<file path="config.mk">
export PLATFORM = sky130hd
export DESIGN_NAME = alu_mc
export DESIGN_NICKNAME = d
export VERILOG_FILES = /design/src/rtl/alu_mc_pkg.sv /design/src/rtl/alu_mc_core.sv /design/src/rtl/alu_mc.sv
export SDC_FILE = /design/constraint.sdc
export NUM_CORES = 1
export LEC_CHECK = 0
export ABC_CLOCK_PERIOD_IN_PS = 4000
export CORE_ASPECT_RATIO = 1.1
export CORE_MARGIN = 8
export CORE_UTILIZATION = 40
export DETAILED_ROUTE_END_ITERATION = 16
export MAX_ROUTING_LAYER = met4
export PLACE_DENSITY = 0.6
export SYNTH_ARGS = -nofsm -noshare
export SYNTH_HDL_FRONTEND = slang
export SYNTH_SLANG_ARGS = --single-unit
</file>
<file path="constraint.sdc">
create_clock -name clk -period 4 [get_ports clk]
set_input_delay 1 -clock clk [delete_from_list [all_inputs] [get_ports clk]]
set_output_delay 1 -clock clk [all_outputs]
set_load 0.02 [all_outputs]
</file>
<file path="src/rtl/alu_mc_pkg.sv">
// Shared types for the multi-cycle ALU: opcodes, compare codes and FSM states.
package alu_mc_pkg;

    typedef enum logic [3:0] {
        OP_ADD    = 4'd0,
        OP_SUB    = 4'd1,
        OP_AND    = 4'd2,
        OP_OR     = 4'd3,
        OP_XOR    = 4'd4,
        OP_SHL    = 4'd5,
        OP_SHR    = 4'd6,
        OP_NOT    = 4'd7,
        OP_POPCNT = 4'd8,
        OP_CMP    = 4'd9,
        OP_MOV    = 4'd10
    } op_e;

    typedef enum logic [1:0] {
        CMP_EQ = 2'b00,
        CMP_GT = 2'b01,
        CMP_LT = 2'b10
    } cmp_e;

    typedef enum logic [1:0] {
        ST_IDLE,
        ST_ITER,
        ST_DONE
    } state_e;

    // Unsigned three-way compare feeding the branch unit's compare code.
    function automatic cmp_e cmp_code(input logic [63:0] a, input logic [63:0] b);
        if (a == b)
            return CMP_EQ;
        else if (a > b)
            return CMP_GT;
        else
            return CMP_LT;
    endfunction

endpackage

</file>
<file path="src/rtl/alu_mc_core.sv">
// Combinational single-cycle op unit (ADD..MOV, CMP); shifts and popcount live in the top.
module alu_mc_core
    import alu_mc_pkg::*;
#(
    parameter int W = 8
) (
    input  op_e            op,
    input  logic [W-1:0]   a,
    input  logic [W-1:0]   b,
    input  logic           carry_in,
    output logic [W-1:0]   result,
    output logic           carry_out
);

    logic [W:0] sum_add;
    logic [W:0] sum_sub;
    logic [W:0] sum_cmp;

    // Subtract is a + ~b + cin, so carry=1 means no borrow; CMP forces cin=1.
    assign sum_add = {1'b0, a} + {1'b0, b}  + {{W{1'b0}}, carry_in};
    assign sum_sub = {1'b0, a} + {1'b0, ~b} + {{W{1'b0}}, carry_in};
    assign sum_cmp = {1'b0, a} + {1'b0, ~b} + {{W{1'b0}}, 1'b1};

    always_comb begin
        result    = '0;
        carry_out = 1'b0;
        case (op)
            OP_ADD: {carry_out, result} = sum_add;
            OP_SUB: {carry_out, result} = sum_sub;
            OP_CMP: {carry_out, result} = sum_cmp;
            OP_AND: result = a & b;
            OP_OR:  result = a | b;
            OP_XOR: result = a ^ b;
            OP_NOT: result = ~a;
            OP_MOV: result = a;
            default: ;
        endcase
    end

endmodule

</file>
<file path="src/rtl/alu_mc.sv">
// Multi-cycle ALU: valid/ready front end, bit-serial shift/popcount iterator and
// registered result/flags held until the consumer takes them.
module alu_mc
    import alu_mc_pkg::*;
#(
    parameter int W = 8
) (
    input  logic         clk,
    input  logic         reset,
    input  logic         in_valid,
    output logic         in_ready,
    input  logic [3:0]   op,
    input  logic [W-1:0] a,
    input  logic [W-1:0] b,
    input  logic         carry_in,
    output logic         out_valid,
    input  logic         out_ready,
    output logic [W-1:0] result,
    output logic         carry,
    output logic         zero,
    output logic         parity,
    output logic [1:0]   cmp,
    output logic         err
);

    localparam int CW = $clog2(W) + 1;

    state_e state_q, state_d;
    op_e    op_in;

    logic [W-1:0]  core_result;
    logic          core_carry;
    logic [CW-1:0] n_clip;

    // Iterator working registers; visible flags only move when DONE is entered.
    op_e           it_op;
    logic [W-1:0]  it_data, it_data_nx;
    logic [CW-1:0] it_acc, it_acc_nx;
    logic          it_carry, it_carry_nx;
    logic [CW-1:0] cnt;

    logic          start_it;
    logic          fin_load;
    logic [W-1:0]  fin_result;
    logic          fin_carry;
    logic          fin_upd_carry;
    logic          fin_upd_zp;
    logic          fin_upd_cmp;
    cmp_e          fin_cmp;
    logic          fin_err;

    logic [W-1:0]  result_q;
    logic          carry_q, zero_q, parity_q, err_q;
    cmp_e          cmp_q;

    assign op_in = op_e'(op);

    // Shift amount is a, clipped to W so an oversized shift still ends in W cycles.
    assign n_clip = (a >= W'(W)) ? CW'(W) : CW'(a);

    alu_mc_core #(.W(W)) u_core (
        .op        (op_in),
        .a         (a),
        .b         (b),
        .carry_in  (carry_in),
        .result    (core_result),
        .carry_out (core_carry)
    );

    always_comb begin
        it_data_nx  = it_data;
        it_acc_nx   = it_acc;
        it_carry_nx = it_carry;
        case (it_op)
            OP_SHL: begin
                it_carry_nx = it_data[W-1];
                it_data_nx  = it_data << 1;
            end
            OP_SHR: begin
                it_carry_nx = it_data[0];
                it_data_nx  = it_data >> 1;
            end
            default: begin
                it_acc_nx  = it_acc + CW'(it_data[0]);
                it_data_nx = it_data >> 1;
            end
        endcase
    end

    always_ff @(posedge clk) begin
        if (reset)
            state_q <= ST_IDLE;
        else
            state_q <= state_d;
    end

    always_comb begin
        state_d       = state_q;
        start_it      = 1'b0;
        fin_load      = 1'b0;
        fin_result    = '0;
        fin_carry     = 1'b0;
        fin_upd_carry = 1'b0;
        fin_upd_zp    = 1'b0;
        fin_upd_cmp   = 1'b0;
        fin_cmp       = CMP_EQ;
        fin_err       = 1'b0;
        case (state_q)
            ST_IDLE: begin
                if (in_valid) begin
                    case (op_in)
                        OP_SHL, OP_SHR: begin
                            if (n_clip == '0) begin
                                state_d       = ST_DONE;
                                fin_load      = 1'b1;
                                fin_result    = b;
                                fin_upd_carry = 1'b1;
                                fin_upd_zp    = 1'b1;
                            end else begin
                                state_d  = ST_ITER;
                                start_it = 1'b1;
                            end
                        end
                        OP_POPCNT: begin
                            state_d  = ST_ITER;
                            start_it = 1'b1;
                        end
                        OP_ADD, OP_SUB, OP_CMP: begin
                            state_d       = ST_DONE;
                            fin_load      = 1'b1;
                            fin_result    = core_result;
                            fin_carry     = core_carry;
                            fin_upd_carry = 1'b1;
                            fin_upd_zp    = 1'b1;
                            fin_upd_cmp   = (op_in == OP_CMP);
                            fin_cmp       = cmp_code(64'(a), 64'(b));
                        end
                        OP_AND, OP_OR, OP_XOR, OP_NOT, OP_MOV: begin
                            state_d    = ST_DONE;
                            fin_load   = 1'b1;
                            fin_result = core_result;
                            fin_upd_zp = 1'b1;
                        end
                        default: begin
                            state_d  = ST_DONE;
                            fin_load = 1'b1;
                            fin_err  = 1'b1;
                        end
                    endcase
                end
            end
            ST_ITER: begin
                if (cnt == CW'(1)) begin
                    state_d       = ST_DONE;
                    fin_load      = 1'b1;
                    fin_upd_zp    = 1'b1;
                    fin_result    = (it_op == OP_POPCNT) ? W'(it_acc_nx) : it_data_nx;
                    fin_carry     = it_carry_nx;
                    fin_upd_carry = (it_op != OP_POPCNT);
                end
            end
            ST_DONE: begin
                if (out_ready)
                    state_d = ST_IDLE;
            end
            default: state_d = ST_IDLE;
        endcase
    end

    always_ff @(posedge clk) begin
        if (reset)
            cnt <= '0;
        else if (start_it)
            cnt <= (op_in == OP_POPCNT) ? CW'(W) : n_clip;
        else if (state_q == ST_ITER)
            cnt <= cnt - CW'(1);
    end

    // Popcount scans a from bit 0 upward through the same shift register shifts use.
    always_ff @(posedge clk) begin
        if (start_it) begin
            it_op    <= op_in;
            it_data  <= (op_in == OP_POPCNT) ? a : b;
            it_acc   <= '0;
            it_carry <= 1'b0;
        end else if (state_q == ST_ITER) begin
            it_data  <= it_data_nx;
            it_acc   <= it_acc_nx;
            it_carry <= it_carry_nx;
        end
    end

    always_ff @(posedge clk) begin
        if (reset) begin
            result_q <= '0;
            carry_q  <= 1'b0;
            zero_q   <= 1'b1;
            parity_q <= 1'b0;
            cmp_q    <= CMP_EQ;
            err_q    <= 1'b0;
        end else if (fin_load) begin
            result_q <= fin_result;
            err_q    <= fin_err;
            if (fin_upd_zp) begin
                zero_q   <= ~|fin_result;
                parity_q <= ^fin_result;
            end
            if (fin_upd_carry)
                carry_q <= fin_carry;
            if (fin_upd_cmp)
                cmp_q <= fin_cmp;
        end
    end

    assign in_ready  = (state_q == ST_IDLE);
    assign out_valid = (state_q == ST_DONE);
    assign result    = result_q;
    assign carry     = carry_q;
    assign zero      = zero_q;
    assign parity    = parity_q;
    assign cmp       = cmp_q;
    assign err       = err_q;

endmodule

</file>
==> summary.md, run 1 <==
| Metric | Value |
|---|---|
| Clock Tree Buf Depth | 2 |
| Rel. slew slack | 0.444 |
| Peak VDD IR | 0.139 mV |
| CTS tree | yes |
| Pre-CTS setup slack | -0.570 ns |
| WS Path Type | input pin to register |
| Die Ht | 120 um |
| Pwr per Cell Area | 256 nW/um2 |
| CP Launch Type | input pin |
| Area Growth Syn to Fin | 44.9% |
| # DRC | 0 |
| Switch Pwr | 540 uW |
| Worst reg2reg startpoint | it_op[2]$_DFFE_PP_ |
| # fillers | 889 |
| Clock slew seen by the registers of the worst setup and hold paths | 0.08 ns |
| DIE AREA | 13300 um2 |
| Wire per inst | 17.5 um |
| Final hold violations | 0 |
| Number of vias per cell | 5.50 |
| Final setup TNS | 0 ns |
| WL met2 | 6.75 mm |
| Combinational power share | 0.495 |
| Main synth FF type | dfxtp_1 |
| R2r endpoint | parity$_SDFFE_PP0P_ |
| Vias | 4222 |
| RSZ-0062 raised after global routing | yes |
| Vias in the first global route | 4196 |
| Core box area | 9750 um2 |
| Nets@finish | 710 |
| Synth cell types | 72 |
| Worst EP arrival | 4.09 ns |
| Crit path cell chain | clkdlybuf4s50_1, inv_1, ha_2, buf_4, a22o_1, a222oi_1, o221ai_1, o21ai_1, o21a_1, ha_1, xnor2_2, xnor2_1, mux2i_1, nor2_1 |
| Worst Tran Pin Value | 0.831 ns |
| Crit path required time | 4.15 ns |
| Metal3 WL | 547 um |
| Iter 0 DRT Violations | 368 |
| TritonCTS Buffers | 5 |
| Synthesized cell area | 3940 um2 |
| Crit Path Max Fanout | 5 |
| # H-tree levels | 2 |
| Final setup violation count | 0 |
| Antenna violations before repair | 0 |
| Post-Route WL | 13.4 mm |
| First-pass GRT wire length | 21.4 mm |
| R2R cell count | 12 |
| Final clock skew | 0.00919 ns |
| Internal Pwr Total | 923 uW |
| Seq pwr share | 0.309 |
| Clock power frac | 0.197 |
| Seq/Total Area, Yosys | 0.219 |
| Final instance area | 5710 um2 |
| Final setup margin | 0.0581 ns |
| Clock insertion delay at the later pin of the skew report | 0.30 ns |
| Critical Path End | parity$_SDFFE_PP0P_ |
| Starting Density | 0.404 |
| Final Critical Period | 3.94 ns |
| Placed instance area | 5160 um2 |
| Mean post-synth cell area | 7.83 um2 |
| Clk root buf | clkbuf_8 |
| Antenna Nets Post-Route | 0 |
| Die W | 111 um |
| Leakage | 0.00237 uW |
| Diode count | 0 |
| #FFs+latches synth | 37 |
| WL met1 | 5.78 mm |
| CP max stage delay | 0.55 ns |
| Std-Cell Rows | 38 |
| Post-synthesis async set-or-reset flop share | 0 |
| R2R setup slack | 0.63 ns |
| Port-buffer cells | 40 |
| Crit path max-delay cell type | clkdlybuf4s50_1 |
| Layout cell share with drive strength beyond 1 | 0.294 |
| Number of enable flip-flop cells after synthesis | 12 |
| Min-Delay Path Class | register to register |
| Clock sink total | 37 |
| Max-slew violation count | 0 |
| Max Used Layer | met4 |
| Max-cap viol count | 0 |
| CP bufs+invs | 3 |
| Pre-antenna DRT Iters | 5 |
| Crit. Startpoint | a[3] |
| Syn. warnings | 0 |
| Dpl hpwl | 10.7 mm |
| Tot GR Track Use | 0.200 |
| Largest net degree at the start of global routing | 23 |
| Crit. path cell count | 14 |
| Sw Share | 0.369 |
| Outcome | finished clean |
| Hold-fix buffers, CTS | 0 |
| Post-route core utilization | 0.585 |
| Crit path max-delay family | compound AO/OA/AOI/OAI gates |
| Highest clock rate | 0.254 GHz |
| Tot Pwr | 1460 uW |
| Period utilisation layout | 0.985 |
| Top Ports | 41 |
| Total global routing overflow | 0 |
| Post-Syn Nets | 567 |
| Routability cong. | 0.981 |
| Cell count after synthesis | 503 |
| Crit path capture type | register |
==> per-stage QoR <==
stage	cells	hold slack [ns]
floorplan	503	0.472
global placement	741	0.442
detailed placement	741	0.450
CTS	761	0.463
global route	767	0.478
finish	767	0.460
==> state kept, by name (all words and copies together), names as in the netlist <==
| name | flops |
|---|---|
| cmp | 2 |
| parity | 1 |
| err | 1 |
| zero | 1 |
| it_op | 4 |
| cnt | 4 |
| it_data | 8 |
| it_carry | 1 |
| result | 8 |
| it_acc | 4 |
| carry | 1 |
| state_q | 2 |
==> synth_stat cells, types with 4 or more instances <==
cell type | number | area share
o21a_1 | 6 | 0.011
nor2_1 | 60 | 0.057
a21oi_1 | 55 | 0.070
buf_2 | 9 | 0.011
inv_1 | 26 | 0.025
ha_1 | 36 | 0.11
dfxtp_1 | 25 | 0.13
nand3b_1 | 4 | 0.0076
a22oi_1 | 5 | 0.0095
nor3b_1 | 4 | 0.0076
nand3_1 | 7 | 0.0089
nor2b_1 | 11 | 0.017
nand2_1 | 37 | 0.035
a22o_1 | 4 | 0.0089
nor4_1 | 8 | 0.013
o211ai_1 | 4 | 0.0076
nand4_1 | 4 | 0.0064
xnor2_1 | 18 | 0.040
xor2_1 | 13 | 0.029
nor3_1 | 10 | 0.013
a211oi_1 | 9 | 0.017
o21ai_0 | 14 | 0.018
edfxtp_1 | 12 | 0.092
mux2i_1 | 16 | 0.041
o21ai_1 | 12 | 0.015
o22ai_1 | 4 | 0.0064
clkbuf_1 | 15 | 0.014
nand2b_1 | 15 | 0.024
==> layer usage <==
layer	up-vias	GRT usage
met5	-	-
li1	2086	-
met1	1982	0.241
met4	0	0.0575
met2	127	0.347
met3	27	0.0205
==> kinds of logic after synthesis <==
| family | Yosys count | share of synthesized area |
|---|---|---|
| xor+xnor | 33 | 0.0772 |
| compound gates | 142 | 0.235 |
| mux | 17 | 0.0464 |
| buf+inv | 54 | 0.0562 |
| fa+ha+maj | 39 | 0.130 |
| flops | 37 | 0.219 |
| simple gates | 181 | 0.237 |
==> layout make-up <==
cell class,instances,area [um2],area share
Multi-Input combinational cell,412,3150,0.551
Tap cell,120,150,0.0263
Clock buffer,6,82.6,0.0145
Inverter,28,105,0.0184
Sequential cell,37,861,0.151
Clock inverter,2,13.8,0.00241
Timing Repair Buffer,162,1350,0.236
==> power groups by stage <==
stage | combinational (uW) | clock, uW | sequential (uW)
after floorplan | 352 | 0 | 463
after global placement | 616 | 0 | 457
after detailed placement | 627 | 0 | 460
after CTS | 664 | 289 | 451
after global routing | 786 | 307 | 456
final | 724 | 288 | 451
==> tightest hold or removal path, stage by stage, from the launching register on <==
cell and delay, ns:
dfxtp_1 0.32, nand2_1 0.05, a21oi_1 0.05
==> repair_timing <==
item	in CTS	in global routing
setup endpoints to repair	2	4
pin swaps	11	18
endpoints found under the hold margin	0	0
resized for setup	22	46
gates cloned	0	0
buffers inserted	12	6
==> cells in the final DEF, fill, tap and decap left out, drive strengths merged, types with 4 or more instances in the layout <==
cell             n
a21oi           56
a211oi          10
o211ai           4
nand2           37
clkdlybuf4s50   33
dlymetal6s2s     5
a22oi            5
a31oi            4
nand3b           4
nor3            11
mux2i           16
nand4            4
or2              4
nor2            60
o21ai           27
ha              36
buf            122
nand3            7
nor3b            4
edfxtp          12
o22ai            5
o21a             6
nor4            10
nand2b          15
a22o             4
xnor2           19
xor2            14
dfxtp           25
clkbuf           6
nor2b           12
inv             28
==> worst min path at each step <==
stage / slack, ns / cells past startpoint / end / startpoint
CTS: 0.46 / 2 / result[0]$_SDFFE_PP0P_ / result[0]$_SDFFE_PP0P_
finish: 0.46 / 2 / cmp[0]$_SDFFE_PP0P_ / cmp[0]$_SDFFE_PP0P_
detailed placement: 0.45 / 1 / zero$_SDFFE_PP1P_ / zero$_SDFFE_PP1P_
global route: 0.48 / 2 / cmp[0]$_SDFFE_PP0P_ / cmp[0]$_SDFFE_PP0P_
global placement: 0.44 / 2 / cmp[0]$_SDFFE_PP0P_ / cmp[0]$_SDFFE_PP0P_
floorplan: 0.47 / 2 / cnt[3]$_SDFFE_PP0P_ / cnt[3]$_SDFFE_PP0P_
Power figures use the tool's default switching activity.
==> inputs of run 2 (changes only) <==
--- a/config.mk
+++ b/config.mk
@@ -12,6 +12,7 @@
 export DETAILED_ROUTE_END_ITERATION = 16
 export MAX_ROUTING_LAYER = met4
 export PLACE_DENSITY = 0.6
+export REMOVE_ABC_BUFFERS = 1
 export SYNTH_ARGS = -nofsm -noshare
 export SYNTH_HDL_FRONTEND = slang
 export SYNTH_SLANG_ARGS = --single-unit
==> run 2 against run 1 <==
- die area unchanged
- register-to-register slack improved by 0.06 ns
- setup slack gained 0.0052 ns
- wire length rose by 1.2%
- non-clock buffer count is 5 lower
==> summary.md, run 2 (same netlist as run 1, synthesis figures left out) <==
| Metric | Value |
|---|---|
| Outcome | finished clean |
| Highest clock rate | 0.254 GHz |
| Tot Pwr | 1530 uW |
| Vias | 4260 |
| WS Path Type | input pin to register |
| Die W | 111 um |
| CTS tree | yes |
| Diode count | 0 |
| Final setup violation count | 0 |
| Final clock skew | 0.0141 ns |
| Top Ports | 41 |
| Crit path max-delay family | adder cells |
| Iter 0 DRT Violations | 278 |
| Dpl hpwl | 11.0 mm |
| Min-Delay Path Class | register to register |
| Clk root buf | clkbuf_8 |
| Largest net degree at the start of global routing | 21 |
| Crit path cell chain | dlygate4sd2_1, inv_1, fa_2, fa_2, inv_1, mux4_2, o21ai_1, o221ai_1, a22oi_2, ha_1, xor2_1, xnor2_1, mux2i_1, nor2_1 |
| Starting Density | 0.404 |
| Std-Cell Rows | 38 |
| Final hold violations | 0 |
| First-pass GRT wire length | 21.5 mm |
| Pwr per Cell Area | 270 nW/um2 |
| Routability cong. | 1.02 |
| Final setup margin | 0.0634 ns |
| Peak VDD IR | 0.130 mV |
| Area occupied by multi-input gates | 3120 um2 |
| Die Ht | 120 um |
| Max-slew violation count | 0 |
| Total global routing overflow | 0 |
| Tot GR Track Use | 0.202 |
| Clock slew seen by the registers of the worst setup and hold paths | 0.08 ns |
| # H-tree levels | 2 |
| Commonest non-fill, non-tap cell in the layout | buf_4 |
| Max-cap viol count | 0 |
| Layout Cells excl Fill | 762 |
| Pre-antenna DRT Iters | 5 |
| Post-Place Cells | 748 |
| CP bufs+invs | 3 |
| Clock sink total | 37 |
| Wire per inst | 17.9 um |
| DIE AREA | 13300 um2 |
| Layout cell share with drive strength beyond 1 | 0.276 |
| Area Growth Syn to Fin | 44.1% |
| Worst EP arrival | 4.10 ns |
| Crit Path Max Fanout | 3 |
| Crit path capture type | register |
| Number of vias per cell | 5.59 |
| Period utilisation layout | 0.984 |
| Rel. slew slack | 0.410 |
| Nets@finish | 705 |
| Final setup TNS | 0 ns |
| Worst Tran Pin Value | 0.882 ns |
| Hold-fix buffers, CTS | 0 |
| Crit path max-delay cell type | fa_2 |
| CP Launch Type | input pin |
| Crit path required time | 4.16 ns |
| Clock insertion delay at the later pin of the skew report | 0.30 ns |
| Clock Tree Buf Depth | 2 |
| # fillers | 906 |
| CP max stage delay | 0.53 ns |
| Vias in the first global route | 4192 |
| Final Critical Period | 3.94 ns |
| Post-Route WL | 13.6 mm |
| # DRC | 0 |
| Leakage | 0.00236 uW |
| Reg area | 861 um2 |
| Core box area | 9750 um2 |
| TritonCTS Buffers | 5 |
| Most frequent cells in the layout | buf_4 (114), nor2_1 (60), a21oi_1 (50) |
| Antenna violations before repair | 0 |
| Port-buffer cells | 40 |
| Pre-CTS setup slack | -0.494 ns |
| Antenna Nets Post-Route | 0 |
-- run 2: cell count changes in the layout (fill, tap and decap cells not counted), moves of 2 or more --
cell | previous run | this run
nor2_2 | 2 | 0
buf_4 | 119 | 114
inv_1 | 18 | 22
nor4_2 | 2 | 0
nor2_1 | 58 | 60
ha_2 | 3 | 1
dlygate4sd2_1 | 1 | 3
a21oi_1 | 54 | 50
inv_2 | 10 | 6
a21oi_2 | 1 | 5
-- run 2: area by class of cell --
cell class | instances | share of cell area
Clock buffer | 6 | 0.0165
Clock inverter | 2 | 0.00684
Inverter | 28 | 0.0185
Multi-Input combinational cell | 412 | 0.550
Sequential cell | 37 | 0.152
Tap cell | 120 | 0.0265
Timing Repair Buffer | 157 | 0.230
-- run 2: worst paths after layout --
kind / startpoint / end / slack [ns] / cells after the start
hold reg to reg: cmp[0]$_SDFFE_PP0P_ / cmp[0]$_SDFFE_PP0P_ / 0.46 / 2
setup reg to reg: it_op[2]$_DFFE_PP_ / parity$_SDFFE_PP0P_ / 0.69 / 12
setup / recovery: a[0] / parity$_SDFFE_PP0P_ / 0.06 / 14
hold / removal: cmp[0]$_SDFFE_PP0P_ / cmp[0]$_SDFFE_PP0P_ / 0.46 / 2
-- run 2: where the power goes --
part	internal, uW	switching [uW]	total [uW]
sequential	424	26.9	451
clock	226	152	378
combinational	342	360	701
total	992	539	1530
-- run 2: routing by layer --
layer	part of all wire	track usage	vias to the layer above
li1	-	-	2079
met1	0.42	0.233	2055
met2	0.52	0.362	104
met3	0.039	0.0195	22
met4	0.023	0.0600	0
met5	0	-	-
-- run 2: tightest hold or removal path: stages (launching register included) --
cell and delay [ns]:
dfxtp_1 0.32, nand2_1 0.05, a21oi_1 0.05
-- run 2: what timing repair did --
action | CTS | global route
gates resized for setup | 22 | 35
buffers inserted | 4 | 2
hold endpoints to repair | 0 | 0
pin swaps | 9 | 13
setup endpoints to repair | 2 | 2
-- run 2: stage by stage --
step	utilization	hold WS [ns]	area (um2)
2_1_floorplan	-	0.473	3820
3_3_place_gp	0.535	0.441	5220
3_5_place_dp	0.535	0.451	5220
4_1_cts	0.561	0.462	5470
5_1_grt	0.582	0.477	5670
6_report	0.582	0.459	5670
